**src/rtl/leitor_7seg_pkg.sv**
```systemverilog
// leitor_7seg_pkg
// Shared definitions for the 7-segment display reader:
//   - estado_t : reader FSM states
//   - EN_*     : active-low digit-enable codes on display[11:8]
//   - SEG_PAD  : active-low {g,f,e,d,c,b,a} patterns for digits 0..9
//   - LIMITE   : largest value that fits on the 7-bit numero output
package leitor_7seg_pkg;

  typedef enum logic [1:0] {
    SINCRONIZA = 2'd0,
    COLETA     = 2'd1,
    SAIDA      = 2'd2
  } estado_t;

  localparam logic [3:0] EN_UNI    = 4'b1110;
  localparam logic [3:0] EN_DEZ    = 4'b1101;
  localparam logic [3:0] EN_CEN    = 4'b1011;
  localparam logic [3:0] EN_QUADRO = 4'b0111;
  localparam logic [3:0] EN_NENHUM = 4'b1111;

  // Index i holds the pattern for digit i.
  localparam logic [9:0][6:0] SEG_PAD = {
    7'b0010000,  // 9
    7'b0000000,  // 8
    7'b1111000,  // 7
    7'b0000010,  // 6
    7'b0010010,  // 5
    7'b0011001,  // 4
    7'b0110000,  // 3
    7'b0100100,  // 2
    7'b1111001,  // 1
    7'b1000000   // 0
  };

  localparam logic [9:0] LIMITE = 10'd127;

endpackage

```
**src/rtl/leitor_7seg_sevenSeg2bin.sv**
```systemverilog
// sevenSeg2bin
// Combinational inverse of bin2sevenSeg for digits 0..9.
//   seg   : active-low segments {g,f,e,d,c,b,a}
//   digit : decoded value (0 when the pattern is not a digit)
//   ok    : 1 when seg matches one of the ten digit patterns
module sevenSeg2bin
  import leitor_7seg_pkg::*;
(
  input  logic [6:0] seg,
  output logic [3:0] digit,
  output logic       ok
);

  always_comb begin
    digit = '0;
    ok    = 1'b0;
    for (int unsigned i = 0; i < 10; i++) begin
      if (seg == SEG_PAD[i]) begin
        digit = 4'(i);
        ok    = 1'b1;
      end
    end
  end

endmodule

```
**src/rtl/leitor_7seg.sv**
```systemverilog
// leitor_7seg
// Reconstructs a 0..127 value from a multiplexed 3-digit 7-segment bus.
// A frame is: marker (0111), then ones/tens/hundreds in any order, then the
// next marker, which closes the frame and opens the following one.
//   clock   : system clock, rising edge
//   zera_s  : synchronous active-high reset
//   display : [11:8] active-low digit enables, [7] ignored, [6:0] segments
//   numero  : last valid value, held between frames
//   valido  : one-cycle pulse when numero is loaded
//   erro    : one-cycle pulse when a frame is discarded
module leitor_7seg #(
  parameter int unsigned ESTAVEL = 2
) (
  input  logic        clock,
  input  logic        zera_s,
  input  logic [11:0] display,
  output logic [6:0]  numero,
  output logic        valido,
  output logic        erro
);
  import leitor_7seg_pkg::*;

  localparam logic [3:0] EST = 4'(ESTAVEL);

  // Samples drop bit 7 so it can never disturb the stability count.
  logic [10:0] amostra;
  logic [10:0] ultima;
  logic [3:0]  cnt;
  logic [3:0]  cnt_prox;
  logic        mudou;
  logic        fresco;

  logic [3:0]  en;
  logic [6:0]  seg;
  logic [3:0]  dig;
  logic        seg_ok;

  estado_t     estado;
  logic [2:0]  mascara;
  logic        invalido;
  logic [3:0]  uni;
  logic [3:0]  dez;
  logic [3:0]  cen;
  logic [9:0]  valor;
  logic        quadro_ok;

  assign en  = ultima[10:7];
  assign seg = ultima[6:0];

  sevenSeg2bin u_dec (
    .seg   (seg),
    .digit (dig),
    .ok    (seg_ok)
  );

  always_comb begin
    mudou = (amostra != ultima);
    if (mudou)
      cnt_prox = 4'd1;
    else if (cnt == EST)
      cnt_prox = cnt;
    else
      cnt_prox = cnt + 4'd1;
  end

  // fresco marks the single cycle in which ultima has just become stable;
  // a saturated count never re-triggers it, so each stable run is taken once.
  always_ff @(posedge clock) begin
    if (zera_s) begin
      amostra <= '1;
      ultima  <= '1;
      cnt     <= '0;
      fresco  <= 1'b0;
    end else begin
      amostra <= {display[11:8], display[6:0]};
      ultima  <= amostra;
      cnt     <= cnt_prox;
      fresco  <= (cnt_prox == EST) && ((cnt != EST) || mudou);
    end
  end

  always_comb begin
    valor     = 10'(cen) * 10'd100 + 10'(dez) * 10'd10 + 10'(uni);
    quadro_ok = (mascara == 3'b111) && !invalido && (valor <= LIMITE);
  end

  // The verdict is registered on the closing-marker edge, so valido/erro are
  // visible during SAIDA; SAIDA itself only clears the frame bookkeeping.
  always_ff @(posedge clock) begin
    if (zera_s) begin
      estado   <= SINCRONIZA;
      numero   <= '0;
      valido   <= 1'b0;
      erro     <= 1'b0;
      mascara  <= '0;
      invalido <= 1'b0;
      uni      <= '0;
      dez      <= '0;
      cen      <= '0;
    end else begin
      valido <= 1'b0;
      erro   <= 1'b0;
      case (estado)
        SINCRONIZA: begin
          if (fresco && en == EN_QUADRO) begin
            estado   <= COLETA;
            mascara  <= '0;
            invalido <= 1'b0;
          end
        end
        COLETA: begin
          if (fresco) begin
            case (en)
              EN_QUADRO: begin
                estado <= SAIDA;
                if (quadro_ok) begin
                  numero <= valor[6:0];
                  valido <= 1'b1;
                end else begin
                  erro <= 1'b1;
                end
              end
              EN_UNI: begin
                uni        <= dig;
                mascara[0] <= 1'b1;
                if (!seg_ok) invalido <= 1'b1;
              end
              EN_DEZ: begin
                dez        <= dig;
                mascara[1] <= 1'b1;
                if (!seg_ok) invalido <= 1'b1;
              end
              EN_CEN: begin
                cen        <= dig;
                mascara[2] <= 1'b1;
                if (!seg_ok) invalido <= 1'b1;
              end
              EN_NENHUM: ;
              default: invalido <= 1'b1;
            endcase
          end
        end
        SAIDA: begin
          mascara  <= '0;
          invalido <= 1'b0;
          estado   <= COLETA;
        end
        default: estado <= SINCRONIZA;
      endcase
    end
  end

endmodule

```
**config.mk**
```make
export PLATFORM = sky130hd
export DESIGN_NAME = leitor_7seg
export DESIGN_NICKNAME = d
export VERILOG_FILES = /design/src/rtl/leitor_7seg_pkg.sv /design/src/rtl/leitor_7seg_sevenSeg2bin.sv /design/src/rtl/leitor_7seg.sv
export SDC_FILE = /design/constraint.sdc
export NUM_CORES = 1
export LEC_CHECK = 0
export BUFFER_PORTS_ARGS = -buffer_cell sky130_fd_sc_hd__buf_2
export CAP_MARGIN = 15
export CORE_ASPECT_RATIO = 0.9
export CORE_MARGIN = 5
export CORE_UTILIZATION = 55
export CTS_BUF_LIST = sky130_fd_sc_hd__clkbuf_4 sky130_fd_sc_hd__clkbuf_8
export DETAILED_ROUTE_END_ITERATION = 6
export PLACE_DENSITY = 0.75
export SLEW_MARGIN = 20
export SYNTH_ARGS = -nofsm -noshare
export SYNTH_HDL_FRONTEND = slang
export SYNTH_SLANG_ARGS = --single-unit
```
**constraint.sdc**
```tcl
create_clock -name clock -period 3.49 [get_ports clock]
set_input_delay 0 -clock clock [delete_from_list [all_inputs] [get_ports clock]]
set_output_delay 0 -clock clock [all_outputs]
set_load 0.02 [all_outputs]
```
# ---- Yosys cells after proc, flatten, opt, wreduce, memory -nomap -nowiden
# Cells that the tools add are included.
# Widths: inputs -> output; s select.
dict set report classes {
  reduce_logical 21
  bitwise 3
  n_addsub 3
  muxes 38
  n_div 0
  multipliers 2
  shift 0
  n_lt_le_gt_ge 1
  eq_ne 29
}
# operator count
set op_table {}
lappend op_table {{$eq 7x5->1 const B} 3}
lappend op_table {{$eq 7x7->1 const B} 3}
lappend op_table {{$mux 1} 19}
lappend op_table {{$mux 3} 6}
lappend op_table {{$eq 4x4->1 const B} 4}
lappend op_table {{$mux 4} 4}
lappend op_table {{$reduce_and 4->1} 4}
lappend op_table {{$eq 7x6->1 const B} 2}
lappend op_table {{$reduce_and 3->1} 4}
lappend op_table {{$ne 11x11->1} 1}
lappend op_table {{$add 10x4->10} 1}
lappend op_table {{$add 10x8->10} 1}
lappend op_table {{$le 10x7->1 const B} 1}
lappend op_table {{$mux 2} 5}
lappend op_table {{$ne 2x2->1 const B} 5}
lappend op_table {{$pmux 3 s3} 1}
lappend op_table {{$eq 4x2->1 const B} 2}
lappend op_table {{$mul 4x5->8 const B} 1}
lappend op_table {{$eq 7x2->1 const B} 1}
lappend op_table {{$logic_not 7->1} 1}
lappend op_table {{$mul 4x3->7 const B} 1}
lappend op_table {{$pmux 2 s3} 1}
lappend op_table {{$reduce_and 5->1} 1}
lappend op_table {{$add 4x1->4 const B} 1}
lappend op_table {{other kinds (18)} 24}
dict set report totals {
  ram_bits 0
  output_inout_bits 9
  n_memories 0
  latchBits 0
  register_bits 54
  rom_bits 0
}

# ---- Depth between registers and ports, before layout
dict set report depth {
  depth_word 15
  mapped_depth 13
  mapped_depth_nobuf 13
}

# ---- Cells and area by module
# Synthesis repeated with hierarchy kept, for this count alone.
dict set report hier_totals {
  hier_cells 299
  area_unflattened_um2 2896.5
}
# module seq_area_each_um2 instances cells_each area_per_inst_um2
set modules_own_cells {}
lappend modules_own_cells {leitor_7seg 1081.0 1 274 2697.6}
lappend modules_own_cells {sevenSeg2bin 0.0 1 25 198.9}

# ---- Worst setup path after synthesis
# No wires, ideal clock.
dict set report synth_timing {
  path_kind {register -> register}
  start {register dez[1]}
  end {register numero[4]}
  setup_slack_ns -0.029
  setup_ns 0.121
  stages_incl_launch_ff 13
  t_arrival_ns 3.398
  period_less_slack_ns 3.519
  required_ns 3.369
  path_cell_list {dfxtp_1 -> ha_1 -> ha_1 -> fa_1 -> xor2_1 -> ha_1 -> ha_1 -> o211ai_1 -> or3_1 -> a211o_1 -> a211oi_4 -> nand3_4 -> mux2_4}
}
dict set report synth_via {
  elab_chain_cells 6
}
# item line_no
set synth_lines {}
lappend synth_lines {{from (decl)} leitor_7seg.sv:42} ;# logic [3:0] dez;
lappend synth_lines {{from (signal assigned)} leitor_7seg.sv:129} ;# dez <= dig;
lappend synth_lines {{$mul 4x3->7 *} leitor_7seg.sv:83} ;# valor = 10'(cen) * 10'd100 + 10'(dez) * 10'd10 + 10'(uni);
lappend synth_lines {{$add 10x8->10 *} leitor_7seg.sv:83}
lappend synth_lines {{$add 10x4->10 *} leitor_7seg.sv:83}
lappend synth_lines {{$le 10x7->1} leitor_7seg.sv:84} ;# quadro_ok = (mascara == 3'b111) && !invalido && (valor <= LIMITE);
lappend synth_lines {{$logic_and 1x1->1} leitor_7seg.sv:84}
lappend synth_lines {{$reduce_and 4->1 (no line)} --}
lappend synth_lines {{to (signal assigned)} leitor_7seg.sv:117} ;# numero <= valor[6:0];
lappend synth_lines {{to (decl)} leitor_7seg.sv:17} ;# output logic [6:0] numero,
# Mark *: on every way between the ends. The rest lies on a longest branch, timed or not.
# A chain may end at the register's enable or synchronous reset.

# ---- Worst setup path after layout
dict set report layout_timing {
  start {register dez[3]}
  end {register numero[5]}
}
# The elaborated chain is that of the path after synthesis.

==> tab_implementation.tex <==
\begin{tabular}{lr}
\hline
Metric & Value \\
\hline
\multicolumn{2}{l}{\textbf{Outcome}} \\
\quad Status & complete, no violations \\
\multicolumn{2}{l}{\textbf{Finish}} \\
\quad Post-layout instance count excluding filler cells & 421 \\
\quad Final-layout fill cell count & 410 \\
\quad Fraction of final layout cells sized beyond drive strength 1 & 29.7\% \\
\quad Final net count & 397 \\
\quad Total inserted antenna cells & 0 \\
\quad Layout area overhead & 23.3\% \\
\multicolumn{2}{l}{\textbf{STA}} \\
\quad Period minus WS final & 3.45 ns \\
\quad Post-Route Skew & 0.00770 ns \\
\quad Setup violation total in the final timing report & 0 \\
\quad Unrepaired setup endpoints after global routing & yes \\
\quad Peak clock frequency supported by timing & 290 MHz \\
\quad Transition at the pin with the smallest max-transition slack & 0.775 ns \\
\quad Max-slew violations & 0 \\
\quad Hold violation total from the final report & 0 \\
\quad Final Worst Setup Slack & 0.0390 ns \\
\quad Tightest hold margin & 0.255 ns \\
\quad Worst rel slew slack & 48.4\% \\
\quad Period utilization & 98.9\% \\
\multicolumn{2}{l}{\textbf{Min path}} \\
\quad Class of the tightest hold or removal check & input pin to flip-flop \\
\multicolumn{2}{l}{\textbf{Floorplan}} \\
\quad Die Width & 87.3 um \\
\quad Die area & 6940 um2 \\
\quad Cell row count & 25 \\
\quad Number of top-level design ports & 23 \\
\quad Starting Density & 56.6\% \\
\quad Core area & 5220 um2 \\
\quad Die height & 79.6 um \\
\multicolumn{2}{l}{\textbf{Routing}} \\
\quad Final wirelength & 5810 um \\
\quad 1st-iter DRT viols & 83 \\
\quad Post-DR wirelength/cell & 13.8 um \\
\quad DRC & 0 \\
\quad DR vias/cell & 5.42 \\
\quad Number of vias in the routed layout & 2282 \\
\quad Antenna-violating nets left & 0 \\
\quad Number of detailed-route iterations in the first pass & 4 \\
\multicolumn{2}{l}{\textbf{Yosys}} \\
\quad Post-synthesis area per instance & 9.57 um2 \\
\quad Number of enable flip-flop cells after synthesis & 0 \\
\quad Cell count after synthesis & 309 \\
\quad Sequential area share after synthesis & 36.6\% \\
\quad Number of storage elements in the synthesis netlist & 54 \\
\quad Mapped Nets & 353 \\
\quad Proportion of synthesized flip-flops having asynchronous set or reset & 0\% \\
\quad Cell variety after synth & 51 \\
\quad Most used DFF post-synth & sky130\_fd\_sc\_hd\_\_dfxtp\_1 \\
\quad Count of yosys warnings during synthesis & 0 \\
\quad Synthesized area & 2960 um2 \\
\multicolumn{2}{l}{\textbf{Global route}} \\
\quad Number of global-route vias before repair & 2169 \\
\quad Grt ovf & 0 \\
\quad Number of antenna violations at the first check in global routing & 0 \\
\quad First-pass GRT wire length & 9990 um \\
\quad Maximum number of pins on one net before global-route repair & 55 \\
\quad Global routing usage summed across all routing layers & 17.9\% \\
\multicolumn{2}{l}{\textbf{Critical path}} \\
\quad Type of destination of the critical path & flip-flop \\
\quad Sort of element at the start of the critical path & flip-flop \\
\quad Critical path's slowest cell & sky130\_fd\_sc\_hd\_\_dfxtp\_2 \\
\quad Data required time at the worst endpoint & 3.69 ns \\
\quad Biggest fanout along the worst timing path & 5 \\
\quad Series of cell instances along the critical path & ha\_4, ha\_4, fa\_2, xor2\_2, ha\_1, ha\_4, o211ai\_1, or3\_1, a211o\_1, a211oi\_4, nand3\_4, mux2\_4 \\
\quad CP Data Arrival Time & 3.65 ns \\
\quad Setup Crit Path Kind & flip-flop to flip-flop \\
\quad Buffer and inverter count on the worst path & 0 \\
\quad Kind of cell adding the most delay to the critical path & adder cells \\
\quad Critical path's most frequent cell & sky130\_fd\_sc\_hd\_\_ha\_4 \\
\quad Delay of the slowest cell on the worst path & 0.35 ns \\
\multicolumn{2}{l}{\textbf{Clock network}} \\
\quad Clock-pin slew on the worst setup and hold paths & 0.10 ns \\
\quad Cell chosen for the clock root & sky130\_fd\_sc\_hd\_\_clkbuf\_8 \\
\quad Number of buffers added by the clock tree synthesis step & 5 \\
\quad CTS tree & built \\
\quad Clk\_lat worst skew & 0.31 ns \\
\quad Buffer depth of the longest clock path & 2 \\
\quad Total clock sinks & 54 \\
\quad Total number of H-tree levels & 2 \\
\multicolumn{2}{l}{\textbf{Run}} \\
\quad Maximum capacitance violations & 0 \\
\multicolumn{2}{l}{\textbf{Placement}} \\
\quad RD Place Congestion & 0.807 \\
\quad Port bufs & 21 \\
\quad Post-Place Worst Slack & -0.0411 ns \\
\quad DP Cell Count & 399 \\
\quad Final HPWL DP & 4230 um \\
\multicolumn{2}{l}{\textbf{Pwr}} \\
\quad PD cells & 311 nW/um2 \\
\quad Static Leakage & 1.53 nW \\
\quad Largest vdd supply drop & 0.343 mV \\
\hline
\end{tabular}
## sequential cells by signal, summed over array words and instances, names as in the netlist
| name | count |
|---|---|
| amostra | 11 |
| cen | 4 |
| cnt | 4 |
| dez | 4 |
| erro | 1 |
| estado | 2 |
| fresco | 1 |
| invalido | 1 |
| mascara | 3 |
| numero | 7 |
| ultima | 11 |
| uni | 4 |
| valido | 1 |
## synth_stat cells, types with 4 or more instances
cell type / instances / area, um2
sky130_fd_sc_hd__nor2b_1: 6 / 37.5
sky130_fd_sc_hd__o21ai_0: 4 / 20.0
sky130_fd_sc_hd__nand2b_1: 12 / 75.1
sky130_fd_sc_hd__clkbuf_1: 15 / 56.3
sky130_fd_sc_hd__or2_2: 23 / 144
sky130_fd_sc_hd__dfxtp_1: 54 / 1080
sky130_fd_sc_hd__inv_1: 8 / 30.0
sky130_fd_sc_hd__nand4b_1: 4 / 35.0
sky130_fd_sc_hd__nand3_1: 4 / 20.0
sky130_fd_sc_hd__o21a_1: 5 / 37.5
sky130_fd_sc_hd__nand2_1: 9 / 33.8
sky130_fd_sc_hd__nor2_1: 33 / 124
sky130_fd_sc_hd__fa_1: 5 / 100
sky130_fd_sc_hd__xor2_1: 5 / 43.8
sky130_fd_sc_hd__xnor2_1: 16 / 140
sky130_fd_sc_hd__a21oi_1: 14 / 70.1
sky130_fd_sc_hd__mux2i_1: 17 / 170
sky130_fd_sc_hd__ha_1: 25 / 313
## worst paths after layout
kind,start,to,slack (ns),cells past startpoint
worst max register to register,dez[3]$_SDFFE_PP0P_,numero[5]$_SDFFE_PP0P_,0.04,12
worst max-delay path,dez[3]$_SDFFE_PP0P_,numero[5]$_SDFFE_PP0P_,0.04,12
worst min register to register,invalido$_SDFFE_PP0P_,invalido$_SDFFE_PP0P_,0.46,2
worst min-delay path,zera_s,estado[0]$_SDFFE_PP0P_,0.26,2
## kinds of logic after synthesis
kind of cell | Yosys count | synth area share (%)
compound gates | 43 | 10.2
xor+xnor | 21 | 6.22
fa+ha+maj | 30 | 14.0
buf+inv | 23 | 2.92
flops | 54 | 36.6
mux | 20 | 7.28
simple gates | 118 | 22.9
## area by class of cell
cell class | count | area [um2] | share of cell area [%]
well taps | 67 | 83.8 | 2.30
repair buffers | 52 | 373 | 10.2
multi-input cells | 232 | 1960 | 53.7
inverters | 8 | 30.0 | 0.824
flip-flops and latches | 54 | 1090 | 29.9
clock buffers | 6 | 76.3 | 2.09
clock inverters | 2 | 37.5 | 1.03
## cells in the final DEF (no fill, tap or decap), types with 4 or more instances in the layout
master,n
sky130_fd_sc_hd__dfxtp_1,50
sky130_fd_sc_hd__buf_4,18
sky130_fd_sc_hd__xnor2_1,16
sky130_fd_sc_hd__a21oi_1,14
sky130_fd_sc_hd__or2_2,23
sky130_fd_sc_hd__nand2_1,9
sky130_fd_sc_hd__buf_2,21
sky130_fd_sc_hd__ha_4,9
sky130_fd_sc_hd__ha_1,16
sky130_fd_sc_hd__mux2i_1,17
sky130_fd_sc_hd__o21ai_0,4
sky130_fd_sc_hd__nor2b_1,5
sky130_fd_sc_hd__nor2_1,33
sky130_fd_sc_hd__nand2b_1,12
sky130_fd_sc_hd__nand3_1,4
sky130_fd_sc_hd__nand4b_1,4
sky130_fd_sc_hd__fa_1,4
sky130_fd_sc_hd__clkbuf_8,5
sky130_fd_sc_hd__xor2_1,4
sky130_fd_sc_hd__o21a_1,5
sky130_fd_sc_hd__dlygate4sd3_1,11
sky130_fd_sc_hd__inv_1,6
## worst reg2reg max path: stages, from the launching register on
cell	delay, ns
sky130_fd_sc_hd__dfxtp_2	0.35
sky130_fd_sc_hd__ha_4	0.24
sky130_fd_sc_hd__ha_4	0.16
sky130_fd_sc_hd__fa_2	0.34
sky130_fd_sc_hd__xor2_2	0.15
sky130_fd_sc_hd__ha_1	0.33
sky130_fd_sc_hd__ha_4	0.28
sky130_fd_sc_hd__o211ai_1	0.09
sky130_fd_sc_hd__or3_1	0.35
sky130_fd_sc_hd__a211o_1	0.30
sky130_fd_sc_hd__a211oi_4	0.28
sky130_fd_sc_hd__nand3_4	0.14
sky130_fd_sc_hd__mux2_4	0.33
## metrics by stage
step	instance area, um2	setup TNS, ns	total power, mW	util [%]
floorplan	3030	0	0.698	-
global placement	3290	0	0.711	62.9
detailed placement	3290	-0.136	0.712	62.9
CTS	3530	0	1.14	67.6
global route	3650	-0.430	1.18	69.8
finish	3650	0	1.13	69.8
## per-layer routing
layer / vias up / GRT usage, % / part of all wire, %
li1: 1155 / - / -
met1: 1075 / 24.8 / 48
met2: 40 / 28.0 / 46
met3: 12 / 3.61 / 4.0
met4: 0 / 5.67 / 1.9
met5: - / 0 / 0
## where the power goes
group | internal, mW | switching [mW] | leakage [nW]
clock network | 0.222 | 0.204 | 0.0548
logic | 0.0372 | 0.0248 | 1.03
registers | 0.628 | 0.0173 | 0.443
## timing repair
action,4_1_cts,5_1_grt
gates resized for setup,4,16
buffers inserted,1,2
hold endpoints to repair,11,0
endpoints found under the setup margin,7,9
pin swaps,3,12
hold buffers,11,0
Note: power is estimated with default switching activity, not from simulation.
